$ cat src/rtl/redirect_ctrl.sv
// Branch redirect sequencer: detects EX mispredicts, flushes, drains wrong-path
// fetch responses, then hands the corrected PC to IF over valid/ready.
module redirect_ctrl #(
    parameter int unsigned OUTSTANDING_MAX = 4
) (
    input  logic        clk,
    input  logic        rst_n,
    input  logic        ex_valid,
    input  logic [63:0] ex_pc,
    input  logic        ex_taken,
    input  logic [63:0] ex_target,
    input  logic        ex_pred_taken,
    input  logic [63:0] ex_pred_target,
    input  logic        if_req_fire,
    input  logic        if_resp_fire,
    output logic        flush,
    output logic        fetch_block,
    output logic        outstanding_full,
    output logic        drop_resp,
    output logic        redir_valid,
    output logic [63:0] redir_pc,
    input  logic        redir_ready,
    output logic [31:0] mispred_cnt
);

    localparam int unsigned CW    = $clog2(OUTSTANDING_MAX + 1);
    localparam int unsigned PCW   = 64;
    localparam int unsigned MCW   = 32;

    localparam logic [1:0] S_IDLE  = 2'd0;
    localparam logic [1:0] S_DRAIN = 2'd1;
    localparam logic [1:0] S_SEND  = 2'd2;

    logic [1:0]     state, state_nxt;
    logic [CW-1:0]  out_cnt, out_cnt_nxt;
    logic [CW-1:0]  stale, stale_nxt;
    logic [PCW-1:0] redir_pc_nxt, correct_pc;
    logic [MCW-1:0] mispred_cnt_nxt;
    logic           flush_nxt;
    logic           req_ok, resp_ok, mispredict;

    // In-flight tracking; illegal requests at full / responses at empty are ignored
    always_comb begin
        req_ok      = if_req_fire && (out_cnt != CW'(OUTSTANDING_MAX));
        resp_ok     = if_resp_fire && (out_cnt != '0);
        out_cnt_nxt = out_cnt;
        if (req_ok && !resp_ok) begin
            out_cnt_nxt = out_cnt + CW'(1);
        end else if (!req_ok && resp_ok) begin
            out_cnt_nxt = out_cnt - CW'(1);
        end
    end

    assign correct_pc = ex_taken ? ex_target : (ex_pc + PCW'(4));
    assign mispredict = ex_valid && (state == S_IDLE) &&
                        ((ex_taken != ex_pred_taken) ||
                         (ex_taken && (ex_target != ex_pred_target)));

    // Wrong-path responses are only those arriving while draining
    assign drop_resp = if_resp_fire && (state == S_DRAIN);

    // Next-state and registered-output logic
    always_comb begin
        state_nxt       = state;
        stale_nxt       = stale;
        redir_pc_nxt    = redir_pc;
        flush_nxt       = 1'b0;
        mispred_cnt_nxt = mispred_cnt;
        case (state)
            S_IDLE: begin
                if (mispredict) begin
                    flush_nxt    = 1'b1;
                    redir_pc_nxt = correct_pc;
                    stale_nxt    = out_cnt_nxt;
                    state_nxt    = (out_cnt_nxt != '0) ? S_DRAIN : S_SEND;
                    if (mispred_cnt != '1) begin
                        mispred_cnt_nxt = mispred_cnt + MCW'(1);
                    end
                end
            end
            S_DRAIN: begin
                if (if_resp_fire && (stale != '0)) begin
                    stale_nxt = stale - CW'(1);
                    if (stale == CW'(1)) begin
                        state_nxt = S_SEND;
                    end
                end
            end
            S_SEND: begin
                if (redir_ready) begin
                    state_nxt = S_IDLE;
                end
            end
            default: begin
                state_nxt = S_IDLE;
            end
        endcase
    end

    always_ff @(posedge clk or negedge rst_n) begin
        if (!rst_n) begin
            state            <= S_IDLE;
            out_cnt          <= '0;
            stale            <= '0;
            redir_pc         <= '0;
            flush            <= 1'b0;
            fetch_block      <= 1'b0;
            redir_valid      <= 1'b0;
            outstanding_full <= 1'b0;
            mispred_cnt      <= '0;
        end else begin
            state            <= state_nxt;
            out_cnt          <= out_cnt_nxt;
            stale            <= stale_nxt;
            redir_pc         <= redir_pc_nxt;
            flush            <= flush_nxt;
            fetch_block      <= (state_nxt != S_IDLE);
            redir_valid      <= (state_nxt == S_SEND);
            outstanding_full <= (out_cnt_nxt == CW'(OUTSTANDING_MAX));
            mispred_cnt      <= mispred_cnt_nxt;
        end
    end

endmodule

$ cat config.mk
export PLATFORM = sky130hd
export DESIGN_NAME = redirect_ctrl
export DESIGN_NICKNAME = d
export VERILOG_FILES = /design/src/rtl/redirect_ctrl.sv
export SDC_FILE = /design/constraint.sdc
export NUM_CORES = 1
export LEC_CHECK = 0
export ABC_AREA = 0
export CAP_MARGIN = 15
export CORE_ASPECT_RATIO = 1.5
export CORE_MARGIN = 3
export CORE_UTILIZATION = 41
export DETAILED_ROUTE_END_ITERATION = 8
export PLACE_DENSITY = 0.79
export SYNTH_ARGS = -nofsm -noshare
export SYNTH_HDL_FRONTEND = slang
export SYNTH_SLANG_ARGS = --single-unit
export TNS_END_PERCENT = 30
$ cat constraint.sdc
create_clock -name clk -period 2 [get_ports clk]
set_input_delay 0.4 -clock clk [delete_from_list [all_inputs] [get_ports clk]]
set_output_delay 0.4 -clock clk [all_outputs]
set_load 0.02 [all_outputs]
## Word level (Yosys, flattened, before mapping)

Cells that the tools add are included.

| storage, ports and cells | value |
|---|---|
| word-level logic and storage cells | 60 |
| bits of input ports | 200 |
| output and inout bits | 101 |
| register bits after elaboration | 108 |

| cells by class | value |
|---|---|
| reduce and logical (&&, ||, !) cells | 21 |
| add/sub/neg operators | 5 |
| eq/ne operators | 11 |
| muxes and demuxes | 14 |

Operators by type and width:

| kind | count |
|---|---|
| 64-bit by 3-bit adder with 64-bit output, second input constant | 1 |
| 64-bit 2-to-1 mux | 1 |
| 64-bit != test | 1 |
| 32-bit by 1-bit adder with 32-bit output, second input constant | 1 |
| 32-bit != test, second input constant | 1 |
| 3-bit 2-to-1 mux | 4 |
| 2-bit 2-to-1 mux | 5 |
| 1-bit logical AND | 9 |
| 3-bit nonzero test | 3 |
| 2-bit one-hot mux with 3 select lines | 1 |
| 3-bit one-hot mux with 2 select lines | 1 |
| 3-bit AND reduction | 2 |
| 3-bit by 1-bit subtractor with 3-bit output, second input constant | 2 |
| 2-bit == test, second input constant | 2 |
| 2-bit nonzero test | 2 |
| 3-bit by 1-bit adder with 3-bit output, second input constant | 1 |
| 3-bit by 1-bit == test with 1-bit output, second input constant | 1 |
| 3-bit == test, second input constant | 1 |
| 3-bit != test, second input constant | 1 |
| 2-bit by 1-bit == test with 1-bit output, second input constant | 1 |
| 1-bit logical NOT | 2 |
| 2-bit logical NOT | 1 |
| 1-bit 2-to-1 mux | 2 |
| 2-bit by 1-bit != test with 1-bit output, second input constant | 1 |
| 4 further kinds | 4 |

## Logic depth before layout (Yosys ltp)

| logic depth | value |
|---|---|
| word-level depth | 11 |
| mapped depth | 9 |
| depth with buffers taken out | 9 |

## Worst setup path before layout

Ideal clock, no wire load.

| timing path | value |
|---|---|
| kind | input -> register |
| start point | input port ex_pred_target[8] |
| end point | register redir_pc[10] |
| setup time | 125 ps |
| required time | 1,875 ps |
| path buffers | 1 |
| arrival | 2,179 ps |
| stages | 9 |
| path slack | -304 ps |
| cells stage by stage | xnor2_1 -> nand4_1 -> or4_4 -> nor3_4 -> nand3_4 -> nand2_4 -> inv_4 -> buf_6 -> mux2_4 |

| on the way | value |
|---|---|
| word-level cells in the longest chain between the ends | 5 |

Ends and longest elaborated chain:

| item | RTL line | source |
|---|---|---|
| start: declaration | 13 | `input logic [63:0] ex_pred_target,` |
| 64-bit != test | 57 | `(ex_taken && (ex_target != ex_pred_target)));` |
| 1-bit logical AND | 57 |  |
| 1-bit logical OR | 56 | `((ex_taken != ex_pred_taken) \|\|` |
| 1-bit logical AND | 55 | `assign mispredict = ex_valid && (state == S_IDLE) &&` |
| 2-bit AND reduction (no source line) | - |  |
| end signal: assignment | 115 | `redir_pc <= redir_pc_nxt;` |
| end: declaration | 21 | `output logic [63:0] redir_pc,` |

Every way passes these cells.
A chain may end at the register's enable or synchronous reset.

## Worst setup path after layout

| timing path | value |
|---|---|
| start point | input port ex_pc[41] |
| end point | register redir_pc[60] |

| on the way | value |
|---|---|
| word-level cells in the longest chain between the ends | 2 |

Ends and longest elaborated chain:

| item | RTL line | source |
|---|---|---|
| start: declaration | 9 | `input logic [63:0] ex_pc,` |
| 64-bit by 3-bit adder with 64-bit output | 54 | `assign correct_pc = ex_taken ? ex_target : (ex_pc + PCW'(4));` |
| 64-bit 2-to-1 mux | 54 |  |

Every way passes these cells.

==> results.tsv <==
stage	metric	value	unit
synthesis	synth_edf_count	0	
setup_path	worstSetupStartpoint	ex_pc[41]	
setup_path	crit_arrival	2670	ps
finish	syn2layout_area_growth	74.08	%
setup_path	crit_end	redir_pc[60]	
synthesis	ys_seq_elements	108	
place	place_hpwl	25900	um
clocking	cts.sinks	108	
setup_path	critPathRequiredTime	2300	ps
die	core	18170	sq um
die	num_rows	60	
routing	dr_total_vias	8519	
synthesis	synthFlopType	dfrtp_1	
synthesis	syn_inst	821	
power_and_ir_drop	intPower	7.404	mW
flow_run	cap_viol_max_count	0	
finish	drive_above_1_share	31.30	%
power_and_ir_drop	clkPwrFrac	15.9	%
synthesis	yosysSeqAreaShare	35.14	%
die	dieArea	20470	sq um
place	dp_cells	1567	
synthesis	syn_nets	1029	
timing	fin_crit	2374	ps
setup_path	cp_max_fo	6	
global_route	grt_max_degree	101	
die	top_level_ports	301	
timing	setup_slack	-374.2	ps
setup_path	critical_path_class	input pin to flip-flop	
routing	drt_iter0_markers	598	
timing	setup_viol	104	
synthesis	synth_top_area_share	35.14	%
timing	max_freq	0.4212	GHz
power_and_ir_drop	power_density	886.9	nW/um^2
power_and_ir_drop	peakVddDrop	730.7	uV
power_and_ir_drop	power.switching	4.468	mW
status	violations	setup timing	
die	die_w	117.8	um
power_and_ir_drop	p_seq_share	29.9	%
timing	finalMaxSlewViolations	0	
power_and_ir_drop	p_leak	6.083	nW
clocking	cts_max_level	3	
global_route	grt_pass1_vias	9059	
timing	relSlewSlack	34.82	%
finish	nets	1548	
place	port_buffers	300	
finish	post-route-cell-area	13390	sq um
power_and_ir_drop	switching_share	37.64	%
global_route	grt_overflow_total	0	
power_and_ir_drop	comb_power_share	54.2	%
routing	wl_per_cell	20.33	um
setup_path	worstReg2RegEnd	mispred_cnt[25]	
clocking	clk_pin_slew	80	ps
clocking	numCtsBuffers	9	
finish	layoutNonFillerInstCount	1598	
finish	fillers	1351	
timing	hold_viol	0	
synthesis	synth_top_cell_by_area	dfrtp_1	
global_route	grt_pass1_wl	48820	um
clocking	clockRootBuffer	clkbuf_16	
timing	fin_skew	11.91	ps
setup_path	r2r-start	mispred_cnt[27]	
synthesis	synth.most_common_cell	dfrtp_1	
synthesis	yosysWarnings	0	
synthesis	synthArstFlopShare	100.0	%
timing	rsz0062_at_grt	yes	
routing	routed_wl	32480	um
timing	worst_slew_pin_slew	977.7	ps
global_route	grt_util_all_layers	30.56	%
synthesis	netlist_area	7690	sq um
status	status	finished, violations left	
setup_path	ff2ff_path_depth	7	
synthesis	yosys-top-cells-count	108 x dfrtp_1, 85 x nand2_1, 69 x xor2_1	
setup_path	ff2ff_setup_slack	-250	ps
place	place_congestion	0.9215	
clocking	clock_path_buffers	2	
synthesis	synth_area_leaders	dfrtp_1 35%, mux2_4 9.4%, xor2_1 7.9%	
setup_path	end_kind	flip-flop	
global_route	antenna_found_initial	5	
timing	hold_slack	432.3	ps
synthesis	avgSynthCellArea	9.366	sq um
die	die_h	173.7	um
hold_path	hp-class	input pin to flip-flop	
finish	multi_input_area	5110	sq um
clocking	cts_tree	built	
timing	period_share	118.7	%
routing	dr.pass1.iters	5	
finish	final-seq-area	2706	sq um
place	dpl_cell_area	12590	sq um
die	initial_core_util	42.33	%
routing	drc	0	
routing	drtAntennaViolNets	0	
setup_path	start_kind	input pin	
clocking	worstSkewPairLatency	350	ps
routing	vias_per_cell	5.331	
timing	tns	-29970	ps
synthesis	synth_cell_type_count	66	
critical path, cell delays in order:
cell and delay, ps:
clkdlybuf4s50_1 500, nand4_1 200, nor3_4 260, nand4_1 200, buf_6 200, nor3_4 300
buf_4 170, nand3b_1 90, a31oi_1 190, mux2_4 160
cells by family after synthesis:
group,after synthesis,share of synthesized area (%)
adders and majority gates,8,1.302
AOI/OAI and AO/OA,122,10.02
muxes,66,11.81
xor gates and xnor gates,125,14.24
buffers and inverters,75,4.377
DFF,108,35.14
and+or+nand+nor,317,23.10
flip-flops by register name (all words and copies together) (netlist names):
register	count
redir_valid	1
redir_pc	64
state	2
stale	3
outstanding_full	1
fetch_block	1
flush	1
mispred_cnt	32
out_cnt	3
worst min path at each step:
| stage | from | endpoint | slack, ps | cells after the start |
|---|---|---|---|---|
| after global placement | rst_n | mispred_cnt[16] | 370 | 1 |
| after CTS | ex_target[8] | redir_pc[8] | 430 | 4 |
| after detailed placement | rst_n | mispred_cnt[15] | 370 | 1 |
| final | ex_target[8] | redir_pc[8] | 430 | 4 |
| after global routing | ex_target[8] | redir_pc[8] | 450 | 4 |
| after floorplan | rst_n | fetch_block | 100 | 0 |
routing by layer:
metal  global-route usage (%)  share of wire, %  vias up
li1                         -                 -     3968
met3                    6.170               6.2      112
met4                    18.48               7.1        0
met5                        0                 0        -
met1                    32.84                36     4020
met2                    54.84                51      419
layout by cell type (no fill, tap or decap), drive strengths merged, types with 7 or more instances in the layout:
master and instances:
a21oi 10, and2 8, and3 14, and4 7, buf 259, clkbuf 14, clkdlybuf4s15 13, clkdlybuf4s50 209
clkinv 8, dfrtp 108, dlygate4sd2 45, dlymetal6s2s 7, ha 8, inv 41, mux2 54, mux2i 12
nand2 86, nand2b 12, nand3 30, nand4 33, nor2 32, nor2b 19, nor3 24, nor4 32
o21ai 68, o22ai 7, xnor2 56, xor2 69
power groups by stage:
stage	sequential [mW]	combinational, mW	clock [mW]
2_1_floorplan	4.38	2.20	0
3_3_place_gp	3.54	6.10	0
3_5_place_dp	3.51	6.24	0
4_1_cts	3.53	6.32	1.91
5_1_grt	3.63	6.76	2.00
6_report	3.54	6.44	1.89
area by class of cell:
| cell class | count | area share (%) |
|---|---|---|
| clock inverters | 7 | 0.6262 |
| clock buffers | 9 | 1.682 |
| repair buffers | 539 | 35.30 |
| inverters | 42 | 1.383 |
| repair inverters | 2 | 0.2056 |
| flip-flops and latches | 108 | 20.22 |
| multi-input cells | 638 | 38.17 |
| well taps | 248 | 2.318 |
| diodes | 5 | 0.09347 |
metrics by stage:
stage	setup WS (ps)	total power [mW]	utilization, %
global placement	-1110	9.640	69.32
floorplan	-187.3	6.582	-
CTS	-286.6	11.76	72.40
detailed placement	-1178	9.750	69.32
global route	-467.9	12.39	73.68
finish	-374.2	11.87	73.68
timing repair:
item                                    4_1_cts  5_1_grt
pin swaps                                    47       14
endpoints found under the hold margin         5        0
endpoints found under the setup margin      104      106
gates cloned                                  1        1
gates resized for setup                     220       52
hold buffers                                  1        0
setup buffers                                 5        6
No activity file was read; power rests on OpenSTA's default activity.
